===== src/rtl/memarb_pkg.sv =====
// Shared types and requester indices for the memory-command arbiter.
package memarb_pkg;

  typedef enum logic [0:0] {
    IDLE,
    WAIT_RESP
  } arb_state_t;

  localparam int unsigned REQ_IFETCH = 0;
  localparam int unsigned REQ_DATA   = 1;
  localparam int unsigned REQ_DEBUG  = 2;

endpackage


===== src/rtl/rr_arbiter.sv =====
// Combinational arbiter: first asserted request at or after ptr (wrapping), or lowest index when fixed.
module rr_arbiter #(
  parameter int unsigned N = 3,
  localparam int unsigned IdxW = (N > 1) ? $clog2(N) : 1
) (
  input  logic [N-1:0]    req,
  input  logic [IdxW-1:0] ptr,
  input  logic            fixed,
  output logic [IdxW-1:0] gnt,
  output logic            any
);

  logic [IdxW-1:0]  ptr_eff;
  logic [2*N-1:0]   req_dbl;
  logic [2*N-1:0]   req_rot;
  int unsigned      sum;

  always_comb begin
    ptr_eff = fixed ? '0 : ptr;
    // Rotating a doubled vector right by ptr puts the scan start at bit 0.
    req_dbl = {req, req};
    req_rot = req_dbl >> ptr_eff;
    gnt     = '0;
    any     = 1'b0;
    sum     = 0;
    for (int unsigned j = 0; j < N; j++) begin
      if (!any && req_rot[j]) begin
        any = 1'b1;
        sum = 32'(ptr_eff) + j;
        if (sum >= N) sum = sum - N;
        gnt = IdxW'(sum);
      end
    end
  end

endmodule


===== src/rtl/mem_req_arbiter.sv =====
// Shares one blocking memory-command port between NREQ requesters with a single outstanding read,
// response routing to the owner and a watchdog for lost read responses.
module mem_req_arbiter
  import memarb_pkg::*;
#(
  parameter int unsigned NREQ       = 3,
  parameter int unsigned TIMEOUT    = 1024,
  parameter bit          FIXED_PRIO = 1'b0
) (
  input  logic               clk,
  input  logic               rst,
  input  logic               halt,
  input  logic [NREQ-1:0]    req_valid,
  output logic [NREQ-1:0]    req_ready,
  input  logic [NREQ*32-1:0] req_addr,
  input  logic [NREQ-1:0]    req_wen,
  input  logic [NREQ*32-1:0] req_wdata,
  output logic [NREQ-1:0]    resp_valid,
  output logic [31:0]        resp_rdata,
  output logic               resp_err,
  input  logic               mem_req_ready,
  output logic               mem_req_valid,
  output logic [31:0]        mem_req_addr,
  output logic               mem_req_wen,
  output logic [31:0]        mem_req_wdata,
  input  logic               mem_resp_valid,
  input  logic [31:0]        mem_resp_rdata
);

  localparam int unsigned IdxW      = $clog2(NREQ);
  localparam int unsigned WdogW     = (TIMEOUT > 0) ? $clog2(TIMEOUT + 1) : 1;
  localparam bit          TimeoutEn = (TIMEOUT != 0);
  localparam logic [WdogW-1:0] WdogLast = WdogW'((TIMEOUT > 0) ? TIMEOUT - 1 : 0);
  localparam logic [WdogW-1:0] WdogMax  = WdogW'(TIMEOUT);

  arb_state_t       state_q, state_d;
  logic [IdxW-1:0]  rr_ptr_q, rr_ptr_d;
  logic [IdxW-1:0]  owner_q, owner_d;
  logic [WdogW-1:0] wdog_q, wdog_d;
  logic [NREQ-1:0]  resp_valid_q, resp_valid_d;
  logic             resp_err_q, resp_err_d;
  logic [31:0]      resp_rdata_q, resp_rdata_d;

  logic [IdxW-1:0]  gnt;
  logic             any;
  logic             handshake;

  rr_arbiter #(
    .N(NREQ)
  ) u_rr_arbiter (
    .req  (req_valid),
    .ptr  (rr_ptr_q),
    .fixed(FIXED_PRIO),
    .gnt  (gnt),
    .any  (any)
  );

  always_ff @(posedge clk or posedge rst) begin
    if (rst) begin
      state_q      <= IDLE;
      rr_ptr_q     <= '0;
      owner_q      <= '0;
      wdog_q       <= '0;
      resp_valid_q <= '0;
      resp_err_q   <= 1'b0;
      resp_rdata_q <= '0;
    end else begin
      state_q      <= state_d;
      rr_ptr_q     <= rr_ptr_d;
      owner_q      <= owner_d;
      wdog_q       <= wdog_d;
      resp_valid_q <= resp_valid_d;
      resp_err_q   <= resp_err_d;
      resp_rdata_q <= resp_rdata_d;
    end
  end

  assign handshake = mem_req_valid & mem_req_ready;

  always_comb begin
    state_d      = state_q;
    rr_ptr_d     = rr_ptr_q;
    owner_d      = owner_q;
    wdog_d       = wdog_q;
    resp_valid_d = '0;
    resp_err_d   = 1'b0;
    resp_rdata_d = resp_rdata_q;
    unique case (state_q)
      IDLE: begin
        if (handshake) begin
          if (!FIXED_PRIO) begin
            rr_ptr_d = (32'(gnt) == NREQ - 1) ? '0 : gnt + 1'b1;
          end
          // Writes retire at the handshake; only reads wait for data.
          if (!mem_req_wen) begin
            owner_d = gnt;
            wdog_d  = '0;
            state_d = WAIT_RESP;
          end
        end
      end
      WAIT_RESP: begin
        if (wdog_q != WdogMax) wdog_d = wdog_q + 1'b1;
        if (mem_resp_valid) begin
          resp_valid_d[owner_q] = 1'b1;
          resp_rdata_d          = mem_resp_rdata;
          state_d               = IDLE;
        end else if (TimeoutEn && wdog_q == WdogLast) begin
          resp_valid_d[owner_q] = 1'b1;
          resp_err_d            = 1'b1;
          resp_rdata_d          = '0;
          state_d               = IDLE;
        end
      end
      default: state_d = IDLE;
    endcase
  end

  always_comb begin
    mem_req_valid = 1'b0;
    req_ready     = '0;
    mem_req_addr  = '0;
    mem_req_wen   = 1'b0;
    mem_req_wdata = '0;
    // Reset also masks the command so nothing is offered while rst is held.
    if (!rst && state_q == IDLE) mem_req_valid = any & ~halt;
    for (int unsigned i = 0; i < NREQ; i++) begin
      if (IdxW'(i) == gnt) begin
        mem_req_addr  = req_addr[32*i +: 32];
        mem_req_wen   = req_wen[i];
        mem_req_wdata = req_wdata[32*i +: 32];
        req_ready[i]  = mem_req_valid & mem_req_ready;
      end
    end
  end

  assign resp_valid = resp_valid_q;
  assign resp_err   = resp_err_q;
  assign resp_rdata = resp_rdata_q;

endmodule


===== config.mk =====
export PLATFORM = sky130hd
export DESIGN_NAME = mem_req_arbiter
export DESIGN_NICKNAME = d
export VERILOG_FILES = /design/src/rtl/memarb_pkg.sv /design/src/rtl/rr_arbiter.sv /design/src/rtl/mem_req_arbiter.sv
export SDC_FILE = /design/constraint.sdc
export NUM_CORES = 1
export LEC_CHECK = 0
export CAP_MARGIN = 10
export CORE_AREA = 3 3 131 133
export DETAILED_ROUTE_END_ITERATION = 6
export DIE_AREA = 0 0 134 136
export HOLD_SLACK_MARGIN = 0.03
export PLACE_DENSITY = 0.65
export SLEW_MARGIN = 20
export SYNTH_ARGS = -nofsm -noshare
export SYNTH_HDL_FRONTEND = slang
export SYNTH_SLANG_ARGS = --single-unit
export TNS_END_PERCENT = 50

===== constraint.sdc =====
create_clock -name clk -period 3.5 [get_ports clk]
set_input_delay 0.35 -clock clk [delete_from_list [all_inputs] [get_ports clk]]
set_output_delay 0.35 -clock clk [all_outputs]
set_load 0.05 [all_outputs]

* Word-level counts from Yosys, hierarchy flattened
Index checks and enable logic that the tools add are counted.
** Storage, ports and cells
- Input bits :: 235
- Logic and storage cells :: 88
- Register bits :: 52
- Output and inout port bits :: 105
** Cells by class
- Reduce and logical (&&, ||, !) cells :: 13
- Add/sub/neg operators :: 7
- Equal/unequal tests :: 8
- Mux-type cells :: 42
- Shift-type cells :: 1
- Magnitude comparators :: 5
- Bitwise gates (word level) :: 5
** Operator list (number)
- $mux 32 :: 8
- $mux 11 :: 3
- $pmux 11 s2 :: 1
- $mux 1 :: 18
- $mux 2 :: 7
- $add 11x1->11 const B :: 1
- $eq 11x10->1 const B :: 1
- $ne 11x11->1 const B :: 1
- $mux 3 :: 3
- $ge 3x2->1 const B :: 2
- $reduce_and 3->1 :: 2
- $shr 6x2->3 :: 1
- $sub 2x2->2 const B :: 3
- $logic_and 1x1->1 :: 4
- $ne 2x2->1 const B :: 2
- $reduce_and 2->1 :: 2
- $add 2x1->3 const B :: 1
- $add 2x2->3 const B :: 1
- $logic_not 1->1 :: 3
- $lt 2x3->1 const B :: 1
- $not 1->1 :: 3
- $add 2x1->2 const B :: 1
- $and 1x1->1 :: 2
- $demux 1 s2 :: 1
- 9 further kinds :: 9

* Depth between registers and ports, before layout
Gate-level depths: netlist (run 1).
- Depth in word-level cells :: 15
- Mapped depth :: 10
- Mapped depth without buffers :: 8

* Modules after synthesis
Synthesis (run 1) repeated with hierarchy kept, for this count alone.
** Second synthesis, totals
- Cells, all modules :: 425
- Area total of the unflattened synthesis :: 3762.4 um^2
** By module, submodules not included
- mem_req_arbiter :: area an instance 3513.4 um^2, seq. area each 1301.2 um^2, instances 1, cells an instance 389
- rr_arbiter :: area an instance 249.0 um^2, seq. area each 0.0 um^2, instances 1, cells an instance 36

* Least setup slack after synthesis (run 1)
Ideal clock, no wire load.
- Path type :: input to output
- Start :: input port req_valid[1]
- End :: output port req_ready[1]
- Stages on the path :: 5
- Path buffers :: 1
- Arrival :: 3.974 ns
- Path slack :: -0.824 ns
- Required time :: 3.150 ns
- Path through :: clkbuf_1 nor3_1 nor4_1 nand2_1 nor3b_1
** On the way
- Longest elaborated chain between the ends :: 12
- Elaborated cells between the ends (all ways) :: 16
- Those cells by class :: eq/ne (1); shift (1); mux (8); bitwise (2); reduce/logical (4)
** RTL lines
- from (decl) :: RTL line mem_req_arbiter.sv:13 : input logic [NREQ-1:0] req_valid,
- $shr 6x2->3 * :: RTL line rr_arbiter.sv:22 : req_rot = req_dbl >> ptr_eff;
- $mux 1 :: RTL line rr_arbiter.sv:27 : if (!any && req_rot[j]) begin
- $logic_not 1->1 :: RTL line rr_arbiter.sv:27
- $logic_and 1x1->1 :: RTL line rr_arbiter.sv:27
- $mux 1 :: RTL line rr_arbiter.sv:27
- $logic_not 1->1 :: RTL line rr_arbiter.sv:27
- $logic_and 1x1->1 :: RTL line rr_arbiter.sv:27
- $mux 1 * :: RTL line rr_arbiter.sv:27
- $and 1x1->1 * :: RTL line mem_req_arbiter.sv:126 : if (!rst && state_q == IDLE) mem_req_valid = any & ~halt;
- $mux 1 * :: RTL line mem_req_arbiter.sv:126
- via mem_req_valid :: RTL line mem_req_arbiter.sv:22 : output logic mem_req_valid,
- $and 1x1->1 * :: RTL line mem_req_arbiter.sv:132 : req_ready[i] = mem_req_valid & mem_req_ready;
- $mux 1 * :: RTL line mem_req_arbiter.sv:128 : if (IdxW'(i) == gnt) begin
- to (decl) :: RTL line mem_req_arbiter.sv:14 : output logic [NREQ-1:0] req_ready,
The timed path passes the listed nets; every way through them passes the cells marked *.

* Worst setup path in the final report (run 1)
- Start :: input port req_valid[2]
- End :: output port mem_req_wdata[29]
** On the way
- Longest elaborated chain between the ends :: 12
- Elaborated cells between the ends (all ways) :: 16
- Those cells by class :: eq/ne (2); shift (1); mux (8); reduce/logical (5)
** RTL lines
- $shr 6x2->3 * :: RTL line rr_arbiter.sv:22
- $mux 1 :: RTL line rr_arbiter.sv:27
- $logic_not 1->1 :: RTL line rr_arbiter.sv:27
- $logic_and 1x1->1 :: RTL line rr_arbiter.sv:27
- $mux 1 :: RTL line rr_arbiter.sv:27
- $logic_not 1->1 :: RTL line rr_arbiter.sv:27
- $logic_and 1x1->1 :: RTL line rr_arbiter.sv:27
- $mux 2 * :: RTL line rr_arbiter.sv:27
- $logic_not 2->1 :: RTL line mem_req_arbiter.sv:128
- $mux 32 (2 in series) :: RTL line mem_req_arbiter.sv:128
- $mux 32 * :: RTL line mem_req_arbiter.sv:128
- to (decl) :: RTL line mem_req_arbiter.sv:25 : output logic [31:0] mem_req_wdata,
Mark *: on every way between the ends. The rest lies on a longest branch, timed or not.

==> results.md, run 1 <==
- Crit end category: primary output
- Syn_nets: 617
- Global-route wire length before repair: 29.7 mm
- Met2 GRT Util: 36.0%
- Cts hold-fix bufs: 0
- Initial antenna violation count: 16
- Core area: 15,900 um2
- H-Tree Depth: 2
- 1st-pass router iterations: 4
- Cell count after synthesis: 376
- Top cell type by total area after synthesis: dfrtp_1
- Setup TNS Final: 0 ns
- Post-route ant nets: 0
- Placed instance count: 907
- Layout cells sized above 1: 15.0%
- P_sw: 5700 uW
- Seq/Total Area, Yosys: 34.1%
- Largest net degree at the start of global routing: 56
- Worst vdd ir: 1.08 mV
- Async SR Flop Fraction: 100%
- Routing usage on met1: 22.3%
- Routed WL: 20.4 mm
- Post-route cell area: 8360 um2
- Worst-path clk slew: 0.07 ns
- Row Count: 46
- Final Hold Fails: 0
- Worst skew pair latency: 0.29 ns
- Post-DP Area: 8160 um2
- Max-cap viol count: 0
- Crit-path max FO: 46
- I/O pin total: 340
- Total CTS buffers: 5
- Seq cells post-synth: 52
- CP Cell Sequence: clkdlybuf4s50_1 -> or4b_1 -> a31oi_1 -> o21ai_1 -> nand2_4 -> buf_16 -> mux2i_2 -> o2bb2ai_1 -> buf_12
- Post-synth EDFFs: 0
- Ys flop type: dfrtp_1
- Crit path DAT: 3.04 ns
- Crit share post-route: 96.8%
- Crit-path slowest cell: clkdlybuf4s50_1
- TritonCTS clock tree: done
- Clock sinks: 52
- WS Path Type: input port to primary output
- Period minus WS final: 3.39 ns
- Synth unique cells: 46
- Pleak: 0.00331 uW
- Syn-to-layout area delta: 119%
- Share of the synthesized area in the top cell type: 34.1%
- RSZ-0062 raised after global routing: false
- Vias per cell: 4.96
- Die ar.: 18,200 um2
- Worst Path Required: 3.15 ns
- Yosys warns: 0
- Synthesized cell area: 3810 um2
- Sw frac: 52.1%
- Number of setup buffers added after CTS: 0
- Synthesized area per cell: 10.1 um2
- Tot Pwr: 10,900 uW
- Status: finished, final reports clean
- Clock Path Buffers: 2
- Tot GR Track Use: 21.5%
- PortBufs: 339
- Fin nets: 939
- Slowest cell delay on critical path: 0.62 ns
- Int Pwr: 5240 uW
- Startpoint Class: input port
- Avg WL per Cell: 22.1 um
- Total congestion overflow: 0
- Measured slew at the worst slew-check pin: 1.10 ns
- Area contributors post-synth: dfrtp_1, mux2i_1, o2bb2ai_1, a22o_1, ha_1
- Relative slew margins: 26.6%
- Final Max Tran Viols: 0
- Clock power frac: 4.5%
- Final HPWL DP: 17.1 mm
- CTS root buf: clkbuf_16
- Fin cells: 923
- Logic pwr share: 85.3%
- GRT busiest layer: met2
- Reg power frac: 10.1%
- M3 GR Usage: 10.5%
- Drt drc: 0
- Final setup skew: 0.00963 ns
- Vias in the first global route: 4,753
- Synth cell count leaders: mux2i_1, o2bb2ai_1, dfrtp_1
- Die Ht: 136 um
- Worst min path class: flop to flop
- Cell with the most instances after synthesis: mux2i_1
- # setup viols final: 0
- FMAX: 295 MHz
- PD cells: 1310 nW/um2
- Vias post-DR: 4,582
- Initial core utilization: 23.9%
- Die Width: 134 um
- Iteration-0 DRC count of the detailed router: 244
- RePlAce Congestion: 0.939
==> metal layers <==
metal / up-vias / part of all wire (%)
li1: 2128 / -
met1: 2145 / 35
met2: 240 / 49
met3: 53 / 11
met4: 16 / 3.9
met5: - / 0.59
==> sequential cells by signal, indices dropped and copies added, names as in the netlist <==
name / count
rr_ptr_q: 2
state_q: 1
resp_valid: 3
wdog_q: 11
resp_err: 1
owner_q: 2
resp_rdata: 32
==> power by group through the flow <==
| stage | Clock, uW | Combinational [uW] | Sequential (uW) |
|---|---|---|---|
| 3_5_place_dp | 0 | 9360 | 1100 |
| 2_1_floorplan | 0 | 4360 | 1720 |
| 6_report | 495 | 9340 | 1110 |
| 3_3_place_gp | 0 | 9260 | 1110 |
| 4_1_cts | 515 | 9390 | 1110 |
| 5_1_grt | 536 | 9670 | 1150 |
==> placed cells by master, fill, tap and decap left out, types with 9 or more instances in the layout <==
cell	instances
nor3_1	11
a22o_1	32
buf_12	72
a31oi_1	9
nand2_1	15
mux2i_1	65
clkdlybuf4s50_1	271
o21ai_1	9
o2bb2ai_1	62
dfrtp_1	52
==> cells by family after synthesis <==
| logic type | Yosys count | synth area share, % |
|---|---|---|
| compound gates | 132 | 28.5 |
| xor+xnor | 1 | 0.230 |
| buf+inv | 43 | 5.55 |
| flops | 52 | 34.1 |
| mux | 69 | 18.2 |
| simple gates | 73 | 11.5 |
| fa+ha+maj | 6 | 1.97 |
==> critical path, delay by kind of cell <==
| kind | cells | cell delay, ns |
|---|---|---|
| multiplexers | 1 | 0.33 |
| buffers and inverters | 3 | 1.08 |
| AO/OA/AOI/OAI | 3 | 0.58 |
| AND/OR/NAND/NOR | 2 | 0.65 |
==> per-stage QoR <==
| step | hold slack, ns | utilization [%] | setup WS, ns |
|---|---|---|---|
| floorplan | 0.441 | - | 0.0140 |
| global placement | 0.456 | 51.2 | 0.0615 |
| detailed placement | 0.471 | 51.2 | -0.0173 |
| CTS | 0.482 | 52.2 | 0.0664 |
| global route | 0.498 | 52.4 | 0.00737 |
| finish | 0.478 | 52.4 | 0.111 |
==> what timing repair did <==
action | in CTS | in global routing
pin swaps | 0 | 0
gates resized for setup | 1 | 4
hold endpoints to repair | 0 | 0
setup endpoints to repair | 1 | 3
==> final cells by class <==
cell class | instances | area [um2]
inverter | 6 | 23.8
fill | 1402 | 7580
multi-input combinational | 281 | 2350
tap | 216 | 270
sequential | 52 | 1300
timing repair buffer | 352 | 4240
antenna | 8 | 20.0
clock inverter | 2 | 17.5
clock buffer | 6 | 129
==> path summary, 6_finish.rpt <==
path	start	end	slack, ns	cells after the start
hold reg to reg	owner_q[0]	resp_valid[2]	0.48	1
min in group asynchronous	rst	wdog_q[1]	0.58	2
setup reg to reg	rr_ptr_q[0]	state_q	0.72	9
setup / recovery	req_valid[2]	mem_req_wdata[29]	0.11	9
max in group asynchronous	rst	resp_rdata[17]	2.39	2
hold / removal	owner_q[0]	resp_valid[2]	0.48	1
No activity file was read; power rests on OpenSTA's default activity.
==> run 2: changes to the inputs <==
--- a/config.mk
+++ b/config.mk
@@ -6,12 +6,12 @@
 export NUM_CORES = 1
 export LEC_CHECK = 0
 export CAP_MARGIN = 10
-export CORE_AREA = 3 3 131 133
+export CORE_AREA = 10 10 124 126
 export DETAILED_ROUTE_END_ITERATION = 6
 export DIE_AREA = 0 0 134 136
 export HOLD_SLACK_MARGIN = 0.03
-export PLACE_DENSITY = 0.65
-export SLEW_MARGIN = 20
+export PLACE_DENSITY = 0.79
+export SLEW_MARGIN = 30
 export SYNTH_ARGS = -nofsm -noshare
 export SYNTH_HDL_FRONTEND = slang
 export SYNTH_SLANG_ARGS = --single-unit
==> run 2 against run 1 <==
  * Wire length rose by 13%
  * Final area is 0.66% lower
  * Flip-flop and latch count did not move
  * Combinational power increased by 1%
  * Clock power rose by 12%
  * Worst hold slack worse by 0.00096 ns
  * Sequential share of layout area grew 0.10 points
  * Clock skew fell by 0.00089 ns
  * Power rose by 1.5%
  * Global-route usage increased by 2.6 points
  * Critical path type unchanged
  * Critical endpoint is now mem_req_addr[7]
  * Largest cell class unchanged
==> results.md, run 2 (same netlist as run 1, synthesis figures left out) <==
- Worst Hold Launch: owner_q[0]
- Syn-to-layout area delta: 118%
- Post-route ant nets: 0 (unchanged)
- Tot GR Track Use: 24.2% (+2.6 points)
- DR WL met2: 10.8 mm (+8.6%)
- Placed instance count: 863 (-4.9%)
- Die Ht: 136 um (unchanged)
- Startpoint Class: input port
- TritonCTS clock tree: done
- Final Hold Fails: 0 (unchanged)
- Initial core utilization: 29.4% (+5.5 points)
- H-Tree Depth: 2 (unchanged)
- Vias in the first global route: 4,807 (+1.1%)
- Measured slew at the worst slew-check pin: 0.632 ns (-0.469 ns)
- Crit end category: primary output
- FF-to-FF End: owner_q[0]
- CP Cell Sequence: clkdlybuf4s50_1 -> or4b_1 -> a31oi_1 -> o21ai_1 -> nand2_4 -> buf_16 -> mux2i_2 -> o2bb2ai_1 -> buf_12
- Crit path DAT: 2.96 ns (-0.08 ns)
- Max-cap viol count: 0 (unchanged)
- P_sw: 5790 uW (+1.5%)
- Sw frac: 52.1% (about the same)
- Clock Path Buffers: 2 (unchanged)
- PortBufs: 339 (unchanged)
- Worst Path Required: 3.15 ns (about the same)
- Wire length on met1: 8.85 mm (+22%)
- Int Pwr: 5320 uW (+1.5%)
- Most frequent cells in the layout: clkdlybuf4s50_1, buf_12, mux2i_1
- Pleak: 0.00330 uW (about the same)
- Final Max Tran Viols: 0 (unchanged)
- Clock power frac: 5.0% (+0.5 points)
- Reg power frac: 10.1% (about the same)
- Fillers: 1,001 (-29%)
- Worst vdd ir: 1.10 mV (+2.6%)
- Routed WL: 23.2 mm (+13%)
- # setup viols final: 0 (unchanged)
- Row Count: 42 (-8.7%)
- I/O pin total: 340 (unchanged)
- Setup TNS Final: 0 ns (unchanged)
- Vias per cell: 5.23 (+5.3%)
- WS Path Type: input port to primary output
- Worst min path class: flop to flop
- Relative slew margins: 57.9% (+31 points)
- Total CTS buffers: 5 (unchanged)
- Flop2flop setup slack: 0.73 ns (about the same)
- Vias post-DR: 4,583 (+0.022%)
- Met3 Wirelength: 2.98 mm (+28%)
- Worst skew pair latency: 0.29 ns (about the same)
- Die ar.: 18,200 um2 (unchanged)
- Area of the multi-input gates: 2340 um2 (-0.64%)
- Die Width: 134 um (unchanged)
- PD cells: 1340 nW/um2 (+2.2%)
- Largest net degree at the start of global routing: 66 (+18%)
- Crit share post-route: 94.5% (-2.3 points)
- Layout cells sized above 1: 14.4% (-0.65 points)
- Worst-path clk slew: 0.06 ns (about the same)
- Core area: 13,000 um2 (-19%)
- Largest register FFs: 32 (unchanged)
- Highest metal used: met5
- RePlAce Congestion: 0.857 (-8.7%)
- Total congestion overflow: 0 (unchanged)
- Hold EP: resp_valid[2]
- Crit-path slowest cell: clkdlybuf4s50_1
- Slowest cell delay on critical path: 0.55 ns (-0.07 ns)
- Initial antenna violation count: 10 (-6)
- Fin cells: 877 (-5.0%)
- 1st-pass router iterations: 4 (unchanged)
- RR Startpoint: rr_ptr_q[0]
- Period minus WS final: 3.31 ns (-0.0820 ns)
- Global-route wire length before repair: 33.1 mm (+12%)
- CTS root buf: clkbuf_16
- Drt drc: 0 (unchanged)
- FF-to-FF path depth: 8 (-1)
- Crit-path max FO: 22 (-52%)
- Final setup skew: 0.00874 ns (-0.000893 ns)
- FMAX: 302 MHz (+2.5%)
- Logic pwr share: 84.9% (-0.4 points)
- RSZ-0062 raised after global routing: false
- Commonest non-fill, non-tap cell in the layout: clkdlybuf4s50_1
- Avg WL per Cell: 26.4 um (+19%)
- Final HPWL DP: 19.6 mm (+15%)
- Iteration-0 DRC count of the detailed router: 220 (-9.8%)
- Fin nets: 936 (-0.32%)
- Register area: 1300 um2 (unchanged)
- Hold path depth: 1 (unchanged)
- Clock sinks: 52 (unchanged)
- Status: finished, final reports clean
==> run 2: power by group through the flow <==
stage	registers [uW]	logic (uW)	clock network (uW)
finish	1130	9430	554
global route	1170	9750	593
CTS	1120	9420	566
detailed placement	1110	9410	0
global placement	1110	9290	0
floorplan	1720	4360	0
==> run 2: per-stage QoR <==
stage / utilization, % / hold slack [ns] / power [uW] / worst slack [ns] / instance area [um2]
after floorplan: - / 0.441 / 6080 / 0.0140 / 3820
final: 64.0 / 0.477 / 11100 / 0.193 / 8300
after CTS: 63.6 / 0.478 / 11100 / 0.0822 / 8250
after global routing: 63.9 / 0.496 / 11500 / 0.0781 / 8290
after detailed placement: 62.3 / 0.468 / 10500 / 0.0922 / 8090
after global placement: 62.3 / 0.459 / 10400 / 0.237 / 8080
==> run 2: worst max path at each step <==
| stage | end | slack, ns | cells after the start | startpoint |
|---|---|---|---|---|
| finish | mem_req_addr[7] | 0.19 | 9 | req_valid[0] |
| global route | mem_req_addr[5] | 0.08 | 8 | req_valid[0] |
| CTS | mem_req_addr[7] | 0.08 | 9 | req_valid[0] |
| detailed placement | mem_req_addr[7] | 0.09 | 9 | req_valid[0] |
| global placement | mem_req_addr[7] | 0.24 | 9 | req_valid[2] |
| floorplan | req_ready[0] | 0.01 | 5 | req_valid[1] |
==> run 2: layer usage <==
layer | GRT usage, % | up-vias
met5 | 0 | -
met4 | 5.32 | 12
met3 | 13.3 | 39
met2 | 40.5 | 239
met1 | 26.4 | 2163
li1 | - | 2130
==> run 2: final cells by class <==
cell class | count | share of cell area [%]
Inverter | 6 | 0.301
Tap cell | 176 | 2.65
Antenna cell | 5 | 0.151
Timing Repair Buffer | 349 | 51.0
Multi-Input combinational cell | 281 | 28.2
Clock inverter | 2 | 0.467
Clock buffer | 6 | 1.55
Sequential cell | 52 | 15.7
==> run 2: critical path, delay by kind of cell <==
kind / cells / cell delay (ns)
AO/OA/AOI/OAI: 3 / 0.58
buffers and inverters: 3 / 0.94
multiplexers: 1 / 0.35
AND/OR/NAND/NOR: 2 / 0.71
==> run 2: what timing repair did <==
| item | 4_1_cts | 5_1_grt |
|---|---|---|
| buffers inserted | 0 | 0 |
| endpoints found under the hold margin | 0 | 0 |
| gates resized for setup | 0 | 2 |
| hold buffers | 0 | 0 |
| endpoints found under the setup margin | 0 | 1 |
==> run 3: changes to the inputs <==
--- a/config.mk
+++ b/config.mk
@@ -10,7 +10,7 @@
 export DETAILED_ROUTE_END_ITERATION = 6
 export DIE_AREA = 0 0 134 136
 export HOLD_SLACK_MARGIN = 0.03
-export PLACE_DENSITY = 0.79
+export PLACE_DENSITY = 0.88
 export SLEW_MARGIN = 30
 export SYNTH_ARGS = -nofsm -noshare
 export SYNTH_HDL_FRONTEND = slang
==> run 3 against run 2 <==
  * Core utilization hardly changed
  * Clock-buffer cell count stayed put
  * Die area stayed put
  * Non-clock buffer count is 1 higher
  * Register-to-register slack worse by 0.02 ns
  * Wire length is 0.56% higher
  * Largest power group unchanged
  * Highest routed layer unchanged
==> results.md, run 3 (same netlist as run 1, synthesis figures left out) <==
- Row Count: 42 (unchanged)
- Worst Hold Launch: owner_q[0]
- WS Path Type: input port to primary output
- Pleak: 0.00329 uW (-0.32%)
- Layout cells sized above 1: 14.6% (+0.27 points)
- Fin util: 64.0% (about the same)
- Avg WL per Cell: 26.1 um (-1.1%)
- Tot Pwr: 11,000 uW (-1.1%)
- Largest net degree at the start of global routing: 53 (-20%)
- Clock power frac: 4.4% (-0.6 points)
- Total CTS buffers: 5 (unchanged)
- Core area: 13,000 um2 (unchanged)
- Iteration-0 DRC count of the detailed router: 247 (+12%)
- Status: finished, final reports clean
- Worst skew pair latency: 0.29 ns (about the same)
- Global-route wire length before repair: 32.8 mm (-0.91%)
- Total congestion overflow: 0 (unchanged)
- Worst min path class: flop to flop
- Syn-to-layout area delta: 118% (about the same)
- Initial core utilization: 29.4% (unchanged)
- Fillers: 965 (-3.6%)
- TritonCTS clock tree: done
- DP Worst Slack: 0.0772 ns (-0.0150 ns)
- Reg power frac: 10.3% (+0.2 points)
- Setup TNS Final: 0 ns (unchanged)
- Worst Path Required: 3.15 ns (about the same)
- Vias per cell: 5.20 (-0.52%)
- FMAX: 291 MHz (-3.8%)
- Die Ht: 136 um (unchanged)
- P_sw: 5760 uW (-0.44%)
- Routed WL: 23.3 mm (+0.56%)
- Clock Path Buffers: 2 (unchanged)
- Crit path DAT: 3.09 ns (+0.13 ns)
- 1st-pass router iterations: 6 (+2)
- Clock sinks: 52 (unchanged)
- H-Tree Depth: 2 (unchanged)
- Crit share post-route: 98.2% (+3.7 points)
- Final Hold Fails: 0 (unchanged)
- Worst Path Buf+Inv: 3 (unchanged)
- PD cells: 1320 nW/um2 (-1.2%)
- PortBufs: 339 (unchanged)
- Post-route ant nets: 0 (unchanged)
- CP Cell Sequence: clkdlybuf4s50_1 -> or4b_1 -> a31oi_1 -> o21ai_1 -> nand2_4 -> clkbuf_16 -> mux2i_1 -> o2bb2ai_1 -> buf_12
- Final Max Tran Viols: 0 (unchanged)
- Commonest non-fill, non-tap cell in the layout: clkdlybuf4s50_1
- Largest register FFs: 32 (unchanged)
- Worst vdd ir: 0.978 mV (-11%)
- Measured slew at the worst slew-check pin: 0.630 ns (-0.00257 ns)
- Cell class contributing the biggest share of worst-path delay: buffers and inverters
- Crit end category: primary output
- Worst-path clk slew: 0.07 ns (about the same)
- Relative slew margins: 58.0% (+0.17 points)
- Die ar.: 18,200 um2 (unchanged)
- Drt drc: 0 (unchanged)
- Fin worst setup slack: 0.0628 ns (-0.130 ns)
- Logic pwr share: 85.3% (+0.4 points)
- Worst setup path startpoint: req_valid[2]
- Fin cells: 892 (+1.7%)
- Final setup skew: 0.00927 ns (+0.000532 ns)
- # setup viols final: 0 (unchanged)
- Die Width: 134 um (unchanged)
- RR Startpoint: rr_ptr_q[0]
- Period minus WS final: 3.44 ns (+0.130 ns)
- Final HPWL DP: 19.5 mm (-0.49%)
- Crit-path max FO: 25 (+14%)
- CTS root buf: clkbuf_16
- Crit-path slowest cell: clkdlybuf4s50_1
- Register area: 1300 um2 (unchanged)
- Area of the multi-input gates: 2340 um2 (+0.11%)
- Vias in the first global route: 4,978 (+3.6%)
- I/O pin total: 340 (unchanged)
- Initial antenna violation count: 22 (+12)
- Max-cap viol count: 0 (unchanged)
- Slowest cell delay on critical path: 0.64 ns (+0.09 ns)
- Most frequent cells in the layout: clkdlybuf4s50_1, buf_12, mux2i_1
- Int Pwr: 5220 uW (-1.9%)
- Fin nets: 937 (+0.11%)
- Startpoint Class: input port
- Vias post-DR: 4,637 (+1.2%)
- RePlAce Congestion: 0.884 (+3.2%)
- Tot GR Track Use: 23.9% (-0.30 points)
- Number of setup buffers added after CTS: 0 (unchanged)
- Placed instance count: 864 (+0.12%)
- Sw frac: 52.5% (+0.36 points)
run 3: changes by cell type in the layout (fill, tap and decap cells not counted):
cell and delta:
diode_2 +14, buf_6 +1, buf_12 -2, bufinv_16 -1
nor2b_2 +1, buf_4 +2, nor2b_1 -1, inv_6 +1
run 3: worst reg2reg max path, stage by stage (launching register included):
cell and delay (ns):
dfrtp_1 0.56, inv_1 0.16, ha_1 0.37, and2_1 0.17, a32oi_1 0.29, nand2_1 0.10
o2111a_1 0.30, nor4b_4 0.34, buf_4 0.25, o21ai_0 0.12
run 3: power by group through the flow:
stage / combinational, uW / sequential [uW] / clock, uW
2_1_floorplan: 4360 / 1720 / 0
3_3_place_gp: 9150 / 1100 / 0
3_5_place_dp: 9300 / 1120 / 0
4_1_cts: 9310 / 1130 / 493
5_1_grt: 9690 / 1170 / 519
6_report: 9370 / 1130 / 482
run 3: per-stage QoR:
stage / hold slack [ns] / area, um2
2_1_floorplan: 0.441 / 3820
3_3_place_gp: 0.465 / 8070
3_5_place_dp: 0.481 / 8070
4_1_cts: 0.494 / 8210
5_1_grt: 0.515 / 8280
6_report: 0.480 / 8310
run 3: layout make-up:
class | count | area share, %
Tap cell | 176 | 2.65
Inverter | 6 | 0.301
Clock buffer | 6 | 1.55
Clock inverter | 2 | 0.211
Sequential cell | 52 | 15.7
Antenna cell | 19 | 0.572
Multi-Input combinational cell | 281 | 28.2
Timing Repair Buffer | 350 | 50.8
run 3: path summary, 6_finish.rpt:
kind / slack [ns] / endpoint / cells past startpoint
worst max-delay path: 0.06 / mem_req_addr[27] / 9
worst min-delay path: 0.48 / resp_valid[2] / 1
worst max register to register: 0.71 / wdog_q[5] / 9
worst min register to register: 0.48 / resp_valid[2] / 1
max in group asynchronous: 2.53 / owner_q[1] / 2
min in group asynchronous: 0.55 / resp_rdata[10] / 2
run 3: per-layer routing:
metal	vias to the layer above	global-route usage, %	share of wire, %
met1	2184	23.5	36
li1	2151	-	-
met5	-	0	0.20
met4	6	8.89	3.0
met3	40	15.8	14
met2	256	39.6	47
run 3: what timing repair did:
| item | CTS | global route |
|---|---|---|
| gates resized for setup | 0 | 4 |
| endpoints found under the setup margin | 0 | 7 |
| hold buffers | 0 | 0 |
